### config.mk
export PLATFORM = sky130hd
export DESIGN_NAME = merge_layer_nxn
export DESIGN_NICKNAME = d
export VERILOG_FILES = /design/src/rtl/merge_layer_nxn.sv
export SDC_FILE = /design/constraint.sdc
export NUM_CORES = 1
export LEC_CHECK = 0
export CORE_UTILIZATION = 39
export DETAILED_ROUTE_END_ITERATION = 10
export SLEW_MARGIN = 20
export SYNTH_ARGS = -nofsm -noshare
export SYNTH_HDL_FRONTEND = slang
export SYNTH_SLANG_ARGS = --single-unit
### constraint.sdc
create_clock -name clk -period 3.6 [get_ports clk]
set_input_delay 0.72 -clock clk [delete_from_list [all_inputs] [get_ports clk]]
set_output_delay 0.72 -clock clk [all_outputs]
set_load 0.01 [all_outputs]
### src/rtl/merge_layer_nxn.sv
// merge_layer_nxn: merges two pre-sorted N-element labelled lists into one sorted stream, one element per clock
//   clk, rst              : clock, synchronous active-high reset
//   load, descend         : start request (accepted when idle), sort direction captured with load
//   data_a/b, label_a/b   : packed input lists, element 0 first in sort order
//   busy, update, done    : operation active, output valid, final-element pulse
//   sorted_data/label     : merged key stream and its tag
module merge_layer_nxn #(
    parameter int DATA_WIDTH  = 8,
    parameter int LABEL_WIDTH = 4,
    parameter int N           = 4
) (
    input  logic                     clk,
    input  logic                     rst,
    input  logic                     load,
    input  logic                     descend,
    input  logic [N*DATA_WIDTH-1:0]  data_a,
    input  logic [N*DATA_WIDTH-1:0]  data_b,
    input  logic [N*LABEL_WIDTH-1:0] label_a,
    input  logic [N*LABEL_WIDTH-1:0] label_b,
    output logic                     busy,
    output logic                     update,
    output logic [DATA_WIDTH-1:0]    sorted_data,
    output logic [LABEL_WIDTH-1:0]   sorted_label,
    output logic                     done
);
    localparam int PW = $clog2(N + 1);
    localparam int CW = $clog2(2 * N);
    localparam logic [PW-1:0] PEND = PW'(N);
    localparam logic [CW-1:0] LAST = CW'(2 * N - 1);

    typedef enum logic {IDLE, MERGE} state_t;

    state_t                   state;
    logic [N*DATA_WIDTH-1:0]  a_q, b_q;
    logic [N*LABEL_WIDTH-1:0] la_q, lb_q;
    logic                     desc_q;
    logic [PW-1:0]            ptr_a, ptr_b;
    logic [CW-1:0]            cnt;
    logic                     take_a;

    // Lists are kept as shift registers: the head of each list is always in the low slot,
    // pointers only track how many elements have been consumed.
    always_comb
        take_a = (ptr_a == PEND) ? 1'b0 :
                 (ptr_b == PEND) ? 1'b1 :
                 desc_q ? (a_q[DATA_WIDTH-1:0] >= b_q[DATA_WIDTH-1:0])
                        : (a_q[DATA_WIDTH-1:0] <= b_q[DATA_WIDTH-1:0]);

    always_ff @(posedge clk) begin
        if (rst) begin
            state        <= IDLE;
            busy         <= 1'b0;
            update       <= 1'b0;
            done         <= 1'b0;
            sorted_data  <= '0;
            sorted_label <= '0;
            ptr_a        <= '0;
            ptr_b        <= '0;
            cnt          <= '0;
            a_q          <= '0;
            b_q          <= '0;
            la_q         <= '0;
            lb_q         <= '0;
            desc_q       <= 1'b0;
        end else begin
            update <= 1'b0;
            done   <= 1'b0;
            if (state == IDLE) begin
                if (load) begin
                    a_q    <= data_a;
                    b_q    <= data_b;
                    la_q   <= label_a;
                    lb_q   <= label_b;
                    desc_q <= descend;
                    ptr_a  <= '0;
                    ptr_b  <= '0;
                    cnt    <= '0;
                    busy   <= 1'b1;
                    state  <= MERGE;
                end
            end else begin
                update       <= 1'b1;
                sorted_data  <= take_a ? a_q[DATA_WIDTH-1:0] : b_q[DATA_WIDTH-1:0];
                sorted_label <= take_a ? la_q[LABEL_WIDTH-1:0] : lb_q[LABEL_WIDTH-1:0];
                if (take_a) begin
                    a_q   <= a_q >> DATA_WIDTH;
                    la_q  <= la_q >> LABEL_WIDTH;
                    ptr_a <= ptr_a + PW'(1);
                end else begin
                    b_q   <= b_q >> DATA_WIDTH;
                    lb_q  <= lb_q >> LABEL_WIDTH;
                    ptr_b <= ptr_b + PW'(1);
                end
                cnt <= cnt + CW'(1);
                if (cnt == LAST) begin
                    done  <= 1'b1;
                    busy  <= 1'b0;
                    state <= IDLE;
                end
            end
        end
    end
endmodule

==> metrics.cfg, run 1 <==
[status]
status=completed

[clocking]
cts_buffer_depth=2
cts_setup_buffers=0
hold_buffers=0
cts_buffers=17
cts.clk_slew.worst_paths_ps=50
cts_max_level=4
cts_tree=yes
clk_latency_ps=410
cts-resized-gates=0
clock_sinks=122
cts_root_buffer=clkbuf_16

[yosys]
yosys.area.top_type=dfxtp_1
ys_ff_latch=122
synth_top_family_by_area=multiplexers
synth_xor_area_share_pct=0
muxShareOfSynthArea_pct=19.3
yosys-top-cells-area=dfxtp_1 (41%), mux2i_1 (12%), mux2_2 (6.8%), nand2_1 (5.3%), a211oi_1 (4.6%)
netlist_instances=646
synth_commonest_cells=dfxtp_1 (122), nand2_1 (85), mux2i_1 (74)
syn_area_sq_um=6000
yosysUniqueCellTypes=39
synth_warnings=0
syn_area_per_cell_sq_um=9.28
ys_seq_area_share_pct=40.7
async_flop_share_pct=0
synth_compound_area_share_pct=13.9
synth_nets=760
synth_ff_type=dfxtp_1
synth_fa_ha_area_share_pct=2.92
yosysMostFrequentCell=dfxtp_1
synth_edf_count=0
yosys.area.top_type_share_pct=40.7
yosys.area_share.simple_pct=17.5

[critical_path]
cp_num_buf_inv=2
worst_r2r_path_depth=9
worst-setup-path-type=reg2reg
cpPeakStageDelay_ps=630
path_cells=inv_1, ha_1, nand4_1, o21ai_1, nor3_1, o21a_1, or3_2, buf_4, a31o_2
cp-startpoint=b_q[3]
path_delay_family=simple AND/OR/NAND/NOR gates
rr_endpoint=a_q[25]
cp_slowest_cell=or3_2
r2r_start=b_q[3]
arrival_ps=3110
start_kind=flop
path_max_fanout=40
rrSetupSlack_ps=800
critical_path_required_ps=3900
crit_path_end_kind=flop

[sta]
tightestPinTransition_ps=745
clock_skew_ps=12.9
fmax_ghz=0.357
setup_viol=0
finalCriticalPeriod_ps=2800
fin_crit_sh_pct=77.8
hold_viol_final=0
final-max-slew-violation-count=0
setup_tns_ps=0
relSlewSlack_pct=48.9
rsz0062_at_grt=no

[detailed_routing]
vias_per_cell=5.49
wl_per_cell_um=16.8
vias=5103
first_pass_iters=4
drc_errors=0
postRouteAntennaNets=0
wirelength_um=15600
initialDrtViolationCount=365

[cells_and_area]
antennaDiodeCount=0
layout.nets=847
fin_util_pct=53.0
syn_to_final_growth_pct=30.4
drive_above_1_share_pct=15.5

[floorplan]
std_cell_rows=44
die_x_um=126
die_h_um=126
io-pin-count=115
dieArea_sq_um=15900
core_region_area_sq_um=14800
initial_core_util_pct=40.6

[min_path]
hold_end=la_q[6]
hp-class=reg2reg
holdPathStages=2
min_from=la_q[6]

[global_route]
grt_pass1_wl_um=25700
grt_usage_pct=20.4
grt_pass1_vias=5150
overflow=0
antenna_found_initial=0
grt_max_degree=52

[job]
cap_violations=0

[place]
place_hpwl_um=10700
gp_congestion=0.833
port_buffers=114

[power]
powerDensity_nw_per_um2=544
ir_drop_mv=0.361
power.leakage_nw=2.96

==> state kept, by name, summed over array words and instances (netlist names) <==
register,flops
desc_q,1
ptr_b,3
done,1
sorted_data,8
sorted_label,4
ptr_a,3
b_q,32
state,1
busy,1
lb_q,16
la_q,16
cnt,3
a_q,32
update,1
==> kinds of logic (layout without fill, tap and decap cells) <==
logic type,count (synthesis),in the layout
AOI/OAI and AO/OA,111,111
adders and majority gates,14,14
buffers and inverters,79,179
DFF,122,122
muxes,111,111
and+or+nand+nor,209,209
==> final cells by class <==
type,instances,area [sq um]
Clock inverter,8,90.1
Multi-Input combinational cell,445,3220
Clock buffer,24,502
Fill cell,1398,6940
Inverter,15,56.3
Tap cell,184,230
Timing Repair Buffer,132,1270
Sequential cell,122,2450
==> how the worst max path moves through the flow <==
| stage | to | cells after the start |
|---|---|---|
| 6_report | a_q[25] | 9 |
| 5_1_grt | ptr_b[2] | 9 |
| 4_1_cts | la_q[14] | 9 |
| 3_5_place_dp | la_q[14] | 5 |
| 3_3_place_gp | a_q[27] | 5 |
| 2_1_floorplan | a_q[0] | 10 |
==> routing by layer <==
metal / wire length [um] / global-route usage (%) / share of wire (%) / vias up
li1: - / - / - / 2561
met5: 0 / 0 / 0 / -
met2: 7750 / 34.9 / 50 / 111
met3: 654 / 5.01 / 4.2 / 6
met1: 7040 / 25.3 / 45 / 2425
met4: 128 / 5.95 / 0.82 / 0
==> power breakdown <==
part	internal (W)	switching, W	total (W)
clock	0.00110	0.000572	0.00167
combinational	0.000454	0.000508	0.000962
sequential	0.00151	0.000106	0.00162
==> metrics by stage <==
| step | total power, W | worst slack (ps) | hold slack [ps] | area (sq um) | cells |
|---|---|---|---|---|---|
| floorplan | 0.00229 | 1400 | 435 | 6000 | 646 |
| global placement | 0.00259 | 736 | 441 | 7230 | 898 |
| detailed placement | 0.00261 | 691 | 448 | 7230 | 898 |
| CTS | 0.00430 | 837 | 457 | 7820 | 930 |
| global route | 0.00447 | 607 | 477 | 7820 | 930 |
| finish | 0.00425 | 797 | 453 | 7820 | 930 |
==> tightest hold or removal path: stages (launching register included) <==
cell     delay (ps)
dfxtp_1         300
nand2_1          50
mux2i_1          50
==> placed cells by master, fill, tap and decap left out, types with 2 or more instances in the layout <==
cell	Yosys	layout
clkinv_2	0	6
dfxtp_1	122	121
a31oi_1	2	2
clkbuf_16	0	17
nor4b_1	2	2
nand2_1	85	85
bufinv_16	0	2
buf_4	0	18
mux2_2	36	36
o311ai_0	6	6
a311oi_1	12	12
nor3_1	7	7
inv_1	14	14
mux2i_1	74	74
clkdlybuf4s50_1	0	113
clkbuf_1	38	2
or4_1	2	2
a21oi_1	7	7
o21ai_0	15	15
clkbuf_8	0	5
a31o_2	24	24
nor2_1	23	23
a211oi_1	37	37
ha_1	14	14
nand3_1	19	19
o21ai_1	2	2
nand4_1	2	2
nor4_1	37	36
nor3b_1	26	26
(Power assumes the default switching activity.)
==> inputs of run 2 (changes only) <==
==> constraint.sdc (replaced) <==
create_clock -name clk -period 2.6 [get_ports clk]
set_input_delay 0.52 -clock clk [delete_from_list [all_inputs] [get_ports clk]]
set_output_delay 0.52 -clock clk [all_outputs]
set_load 0.01 [all_outputs]
==> run 2 against run 1 <==
  * Critical path depth fell by 1
  * Via count rose by 0.41%
  * Hold slack improved by 2.5 ps
  * Setup slack got worse by 710 ps
  * Critical endpoint is now ptr_b[1]
  * Largest cell class unchanged
  * Highest routed layer unchanged
==> metrics.cfg, run 2 (same netlist as run 1, synthesis figures left out) <==
[status]
status=completed

[sta]
setup_tns_ps=0
clock_skew_ps=8.27
fmax_ghz=0.398
finalCriticalPeriod_ps=2510
relSlewSlack_pct=33.1
setup_viol=0
tightestPinTransition_ps=1000
timing.hold.ws_ps=456
final-max-slew-violation-count=0
hold_viol_final=0
fin_crit_sh_pct=96.7
rsz0062_at_grt=no

[power]
powerDensity_nw_per_um2=758
power_frac_seq_pct=36.7
internal_power_w=0.00434
combPwrFrac_pct=24.0
p_sw_w=0.00170
switching_share_pct=28.1
clkPwrFrac_pct=39.3
finalPower_w=0.00605
power.leakage_nw=3.04
ir_drop_mv=0.524

[floorplan]
die_h_um=126
core_region_area_sq_um=14800
die_x_um=126
initial_core_util_pct=40.6
dieArea_sq_um=15900
std_cell_rows=44
io-pin-count=115

[critical_path]
cp_slowest_cell=or4_1
critical_path_required_ps=2900
rrSetupSlack_ps=90
path_delay_family=simple AND/OR/NAND/NOR gates
worst_r2r_path_depth=8
cpPeakStageDelay_ps=530
r2r_start=b_q[7]
start_kind=flop
path_max_fanout=17
crit_path_end_kind=flop
arrival_ps=2810
path_cells=inv_1, ha_1, nand4_1, a21oi_2, buf_4, mux2_2, or4_1, o311ai_0
worst-setup-path-type=reg2reg
rr_endpoint=ptr_b[1]
cp_num_buf_inv=2

[clocking]
cts_buffer_depth=2
cts_root_buffer=clkbuf_16
cts.clk_slew.worst_paths_ps=50
cts_tree=yes
cts_max_level=4
hold_buffers=0
clock_sinks=122
cts_buffers=17
clk_latency_ps=420

[detailed_routing]
wirelength_um=16200
postRouteAntennaNets=0
vias=5124
wl_per_cell_um=17.3
vias_per_cell=5.45
initialDrtViolationCount=320
first_pass_iters=4
drc_errors=0

[cells_and_area]
layout_commonest_cell=dfxtp_1
antennaDiodeCount=0
final_cell_mix=dfxtp_1 (121), clkdlybuf4s50_1 (113), nand2_1 (85)
nFillCells=1349
reg.largest.list=a_q x32, b_q x32
drive_above_1_share_pct=17.0
layout.nets=859
syn_to_final_growth_pct=33.1

[global_route]
grt_max_degree=74
grt_pass1_wl_um=25800
grt_usage_pct=20.6
antenna_found_initial=0
grt_pass1_vias=5132
overflow=0

[min_path]
hold_end=a_q[15]
holdPathStages=2
hp-class=reg2reg
min_from=a_q[15]

[place]
port_buffers=114
place_hpwl_um=11200
gp_congestion=0.816

[job]
cap_violations=0

run 2: worst max path at each step:
stage,start,end,slack [ps],cells past startpoint
finish,b_q[7],ptr_b[1],90,8
global placement,b_q[6],la_q[15],160,9
CTS,b_q[7],la_q[15],60,9
global route,b_q[7],la_q[12],1,9
detailed placement,b_q[7],la_q[13],80,9
floorplan,b_q[1],a_q[0],400,10
run 2: what timing repair did:
item	in CTS	in global routing
setup endpoints to repair	0	27
setup buffers	0	1
gates resized for setup	0	3
run 2: cell type report:
cell class / count / area, sq um / area share [%]
Clock inverter: 9 / 120 / 1.51
Multi-Input combinational cell: 445 / 3240 / 40.6
Sequential cell: 122 / 2450 / 30.7
Timing Repair Buffer: 144 / 1420 / 17.7
Inverter: 15 / 56.3 / 0.706
Tap cell: 184 / 230 / 2.88
Clock buffer: 22 / 474 / 5.94
run 2: metal layers:
metal | track usage (%) | up-vias | share of wire, %
met5 | 0 | - | 0
met3 | 5.44 | 15 | 4.4
met2 | 34.6 | 113 | 48
met1 | 25.9 | 2401 | 46
li1 | - | 2595 | -
met4 | 6.09 | 0 | 1.2
run 2: worst register-to-register path: stages, from the launching register on:
cell,delay (ps)
dfxtp_1,350
inv_1,50
ha_1,310
nand4_1,220
a21oi_2,200
buf_4,160
mux2_2,460
or4_1,530
o311ai_0,110
run 2: per-stage QoR:
stage                     area [sq um]  util (%)  instances  setup WS (ps)
after global routing              7980      54.1        941          0.995
after floorplan                   6000         -        646            399
after detailed placement          7340      49.7        908           79.9
after global placement            7340      49.7        908            159
final                             7980      54.1        941           85.0
after CTS                         7930      53.8        939           62.0
run 2: power groups by stage:
| stage | clock (W) | sequential (W) | combinational, W |
|---|---|---|---|
| after floorplan | 0 | 0.00223 | 0.000937 |
| after global placement | 0 | 0.00225 | 0.00138 |
| after detailed placement | 0 | 0.00226 | 0.00140 |
| after CTS | 0.00242 | 0.00222 | 0.00141 |
| after global routing | 0.00250 | 0.00225 | 0.00157 |
| final | 0.00238 | 0.00222 | 0.00145 |
==> inputs of run 3 (changes only) <==
--- a/config.mk
+++ b/config.mk
@@ -5,8 +5,10 @@
 export SDC_FILE = /design/constraint.sdc
 export NUM_CORES = 1
 export LEC_CHECK = 0
-export CORE_UTILIZATION = 39
+export CORE_UTILIZATION = 55
 export DETAILED_ROUTE_END_ITERATION = 10
+export DONT_BUFFER_PORTS = 1
+export PLACE_DENSITY = 0.7
 export SLEW_MARGIN = 20
 export SYNTH_ARGS = -nofsm -noshare
 export SYNTH_HDL_FRONTEND = slang
==> run 3 against run 2 <==
  * Combinational power fell by 17%
  * Count of clock-buffer cells in the layout is 1 lower
  * Hold slack worse by 380 ps
  * Die area down 29%
  * Sequential power about the same
  * Via count decreased by 7.0%
  * Final cell count fell by 17%
  * Sequential share of layout area rose by 5.6 points
  * Critical path depth is 1 higher
  * Critical path type unchanged
  * Largest cell class unchanged
  * Highest routed layer unchanged
==> metrics.cfg, run 3 (same netlist as run 1, synthesis figures left out) <==
[cells_and_area]
final_cell_mix=dfxtp_1 (121), nand2_1 (85), mux2i_1 (74)
drive_above_1_share_pct=19.8
reg.largest.list=a_q x32, b_q x32
antennaDiodeCount=0
layout_commonest_cell=dfxtp_1
final_cell_count_no_fill=777
layout.nets=744
syn_to_final_growth_pct=12.4

[sta]
tightestPinTransition_ps=617
fmax_ghz=0.399
timing.hold.ws_ps=74.4
hold_viol_final=0
clock_skew_ps=7.99
relSlewSlack_pct=58.8
finalCriticalPeriod_ps=2510
fin_crit_sh_pct=96.5
rsz0062_at_grt=yes
final-max-slew-violation-count=0
setup_viol=0

[critical_path]
rrSetupSlack_ps=90
cp_slowest_cell=or3_2
path_max_fanout=23
r2r_start=b_q[1]
cp_num_buf_inv=2
worst-setup-path-type=reg2reg
rr_endpoint=a_q[31]
start_kind=flop
path_cells=inv_1, ha_1, nor2b_1, o211ai_2, a21oi_2, o21a_1, or3_2, buf_12, a31o_2
arrival_ps=2910
cp-endpoint=a_q[31]
worst_r2r_path_depth=9
path_delay_family=compound AO/OA/AOI/OAI gates
critical_path_required_ps=3010
path_depth=9
crit_path_end_kind=flop
cpPeakStageDelay_ps=580
cp-startpoint=b_q[1]

[global_route]
met3_usage_pct=7.36
grt_usage_pct=25.8
antenna_found_initial=0
overflow=0
busiest_layer=met2
met2_usage_pct=42.3
grt_pass1_wl_um=23000
grt_max_degree=115
grt_pass1_vias=4650
grtUsageMet1_pct=32.2

[clocking]
cts_buffer_depth=2
cts_max_level=4
clock_sinks=122
cts_buffers=17
cts_root_buffer=clkbuf_8
cts_tree=yes
cts.clk_slew.worst_paths_ps=60
clk_latency_ps=520
hold_buffers=0
cts_setup_buffers=0

[detailed_routing]
vias=4765
drc_errors=0
vias_per_cell=6.13
wirelength_um=14100
wl_per_cell_um=18.2
postRouteAntennaNets=0
first_pass_iters=4
initialDrtViolationCount=282

[floorplan]
die_h_um=106
die_x_um=106
io-pin-count=115
dieArea_sq_um=11300
std_cell_rows=37
initial_core_util_pct=57.3
core_region_area_sq_um=10500

[place]
dp_cells=747
port_buffers=0
gp_congestion=0.837
place_hpwl_um=9530

[power]
ir_drop_mv=0.510
power.leakage_nw=2.58
powerDensity_nw_per_um2=841
finalPower_w=0.00567

[status]
status=completed

[job]
cap_violations=0

[min_path]
hp-class=in2reg

run 3: metal layers:
layer | up-vias | wire, um
li1 | 2346 | -
met1 | 2271 | 6140
met2 | 131 | 6860
met3 | 17 | 929
met4 | 0 | 203
met5 | - | 0
run 3: repair_timing:
item	4_1_cts	5_1_grt
endpoints found under the hold margin	0	0
resized for setup	0	3
setup endpoints to repair	0	22
run 3: power breakdown:
group          switching (W)  internal (W)
Sequential          0.000145       0.00209
Combinational       0.000670      0.000544
Clock               0.000802       0.00142
Total                0.00162       0.00405
run 3: metrics by stage:
step | area (sq um) | utilization, % | setup TNS, ps | worst slack, ps
floorplan | 6000 | - | 0 | 399
global placement | 6180 | 59.0 | 0 | 185
detailed placement | 6180 | 59.0 | 0 | 116
CTS | 6730 | 64.4 | 0 | 103
global route | 6740 | 64.4 | -1110 | -67.7
finish | 6740 | 64.4 | 0 | 92.0
run 3: worst min path at each step:
stage                      to    start  cells after the start
2_1_floorplan         a_q[10]  a_q[10]                      2
3_3_place_gp          a_q[10]  a_q[10]                      2
3_5_place_dp          a_q[14]  a_q[14]                      2
4_1_cts                update      rst                      1
5_1_grt        sorted_data[2]      rst                      1
6_report       sorted_data[2]      rst                      1
run 3: layout make-up:
cell class | instances | area [sq um]
clock inverter | 9 | 97.6
clock buffer | 21 | 459
tap | 136 | 170
multi-input combinational | 445 | 3230
timing repair buffer | 29 | 280
fill | 897 | 3720
sequential | 122 | 2450
inverter | 15 | 56.3
==> edit, RTL diff (settings of run 2) <==
Set the parameter `LABEL_WIDTH` to 5 (it was 4).
--- a/src/rtl/merge_layer_nxn.sv
+++ b/src/rtl/merge_layer_nxn.sv
@@ -6,7 +6,7 @@
 //   sorted_data/label     : merged key stream and its tag
 module merge_layer_nxn #(
     parameter int DATA_WIDTH  = 8,
-    parameter int LABEL_WIDTH = 4,
+    parameter int LABEL_WIDTH = 5,
     parameter int N           = 4
 ) (
     input  logic                     clk,
Interface: changed (resized label_a, label_b and sorted_label); port bits go from 115 to 124. The function was not compared with the original's and may differ.
==> edit against run 2 <==
Routed wire length grew 4.1%; global-route usage grew 0.32 points; final cell count grew 2.0%; final area grew 4.4%; combinational power grew 28%; synthesized area shrank 0.15%; die area shrank 0.14%; total power grew 14%; critical path depth grew 4; worst hold slack gained 0.011 ns; sequential cell count grew 9; worst setup slack lost 0.0085 ns; largest cell class unchanged; largest power group unchanged.
==> edit: results (changes against run 2) <==
** Drt
- The sum of met3 wire segment lengths after detailed routing was 594 µm (was 714 µm).
- The violation count after the first detailed-route iteration came to 393 (was 320).
- The wire length on met2 came to 8.14 mm (was 7.85 mm).
- Met1 Routed Length :: 7.95 mm (was 7.48 mm)
- The via count came to 5295 (was 5124).

** GRT
- The overall fraction of global-route tracks in use came to 20.9% (was 20.6%).
- The global-route met3 utilization came to 5.10% (was 5.44%).
- The number of global-route vias before repair is 5164 (was 5132).

** Synthesis
- The post-synthesis net count came to 775 (was 760).
- The proportion of synthesized chip area in sequential cells came to 43.8% (was 40.7%).
- The fraction of the mapped netlist area in compound gates was 23.0% (was 13.9%).
- Adder-cell share of the synthesized area :: 2.93% (was 2.92%)

** Pwr
- Net switching fraction of the power :: 29.8% (was 28.1%)
- Clock network power :: 2.57 mW (was 2.38 mW)

** Layout
- The count of placed standard cells in the final layout, fillers left out came to 960 (was 941).
- The share of cells above drive strength 1 came to 12.6% (was 17.0%).
- The net count of the finished layout was 885 (was 859).

** Critical path
- The last element of the critical path is b_q[2]$_SDFFE_PP0P_ (was ptr_b[1]$_SDFFE_PP0P_).
- Critical path peak fanout :: 11 (was 17)
- The largest stage delay on the critical path was 0.47 ns (was 0.53 ns).
- Max stage delay cell, worst path :: o41ai_4 (was or4_1)

** Outcome
- Run status: finished, final reports clean (unchanged).

** Placement
- Last weighted congestion value of the routability-driven placer :: 0.807 (was 0.816)
- The number of cells in the design after placement came to 918 (was 908).
- The detailed placement HPWL came to 10.7 mm (was 11.2 mm).
-- edit: cell types whose count changed in the layout (fill, tap and decap cells not counted), sizes merged, moves of 37 or more --
| cell | run 2 | this run |
|---|---|---|
| nor4 | 37 | 0 |
| nor3 | 7 | 44 |
| nand2 | 85 | 36 |
| a21oi | 8 | 90 |
| mux2 | 37 | 0 |
| a211oi | 37 | 92 |
-- edit: final cells by class --
type	instances	area, µm²
Timing Repair Buffer	154	1630
Sequential cell	131	2630
Clock buffer	19	453
Fill cell	1318	6420
Clock inverter	13	180
Multi-Input combinational cell	445	3160
Inverter	14	52.6
Tap cell	184	230
-- edit: through the flow --
stage	TNS, ns	worst slack (ns)	util (%)	instance area [µm²]
2_1_floorplan	0	0.211	-	5990
3_3_place_gp	0	0.0464	50.6	7460
3_5_place_dp	-1.51	-0.0605	50.6	7460
4_1_cts	-0.429	-0.0280	54.9	8100
5_1_grt	-0.611	-0.0328	56.5	8330
6_report	0	0.0765	56.5	8330
-- edit: worst min path at each step --
stage                               start                     to  slack [ns]  cells past startpoint
finish               b_q[24]$_SDFFE_PP0P_   b_q[24]$_SDFFE_PP0P_        0.47                      2
global route        lb_q[16]$_SDFFE_PP0P_  lb_q[16]$_SDFFE_PP0P_        0.49                      2
CTS                  b_q[25]$_SDFFE_PP0P_   b_q[25]$_SDFFE_PP0P_        0.47                      2
detailed placement   b_q[25]$_SDFFE_PP0P_   b_q[25]$_SDFFE_PP0P_        0.46                      2
global placement    lb_q[17]$_SDFFE_PP0P_  lb_q[17]$_SDFFE_PP0P_        0.46                      2
floorplan            b_q[24]$_SDFFE_PP0P_   b_q[24]$_SDFFE_PP0P_        0.45                      2
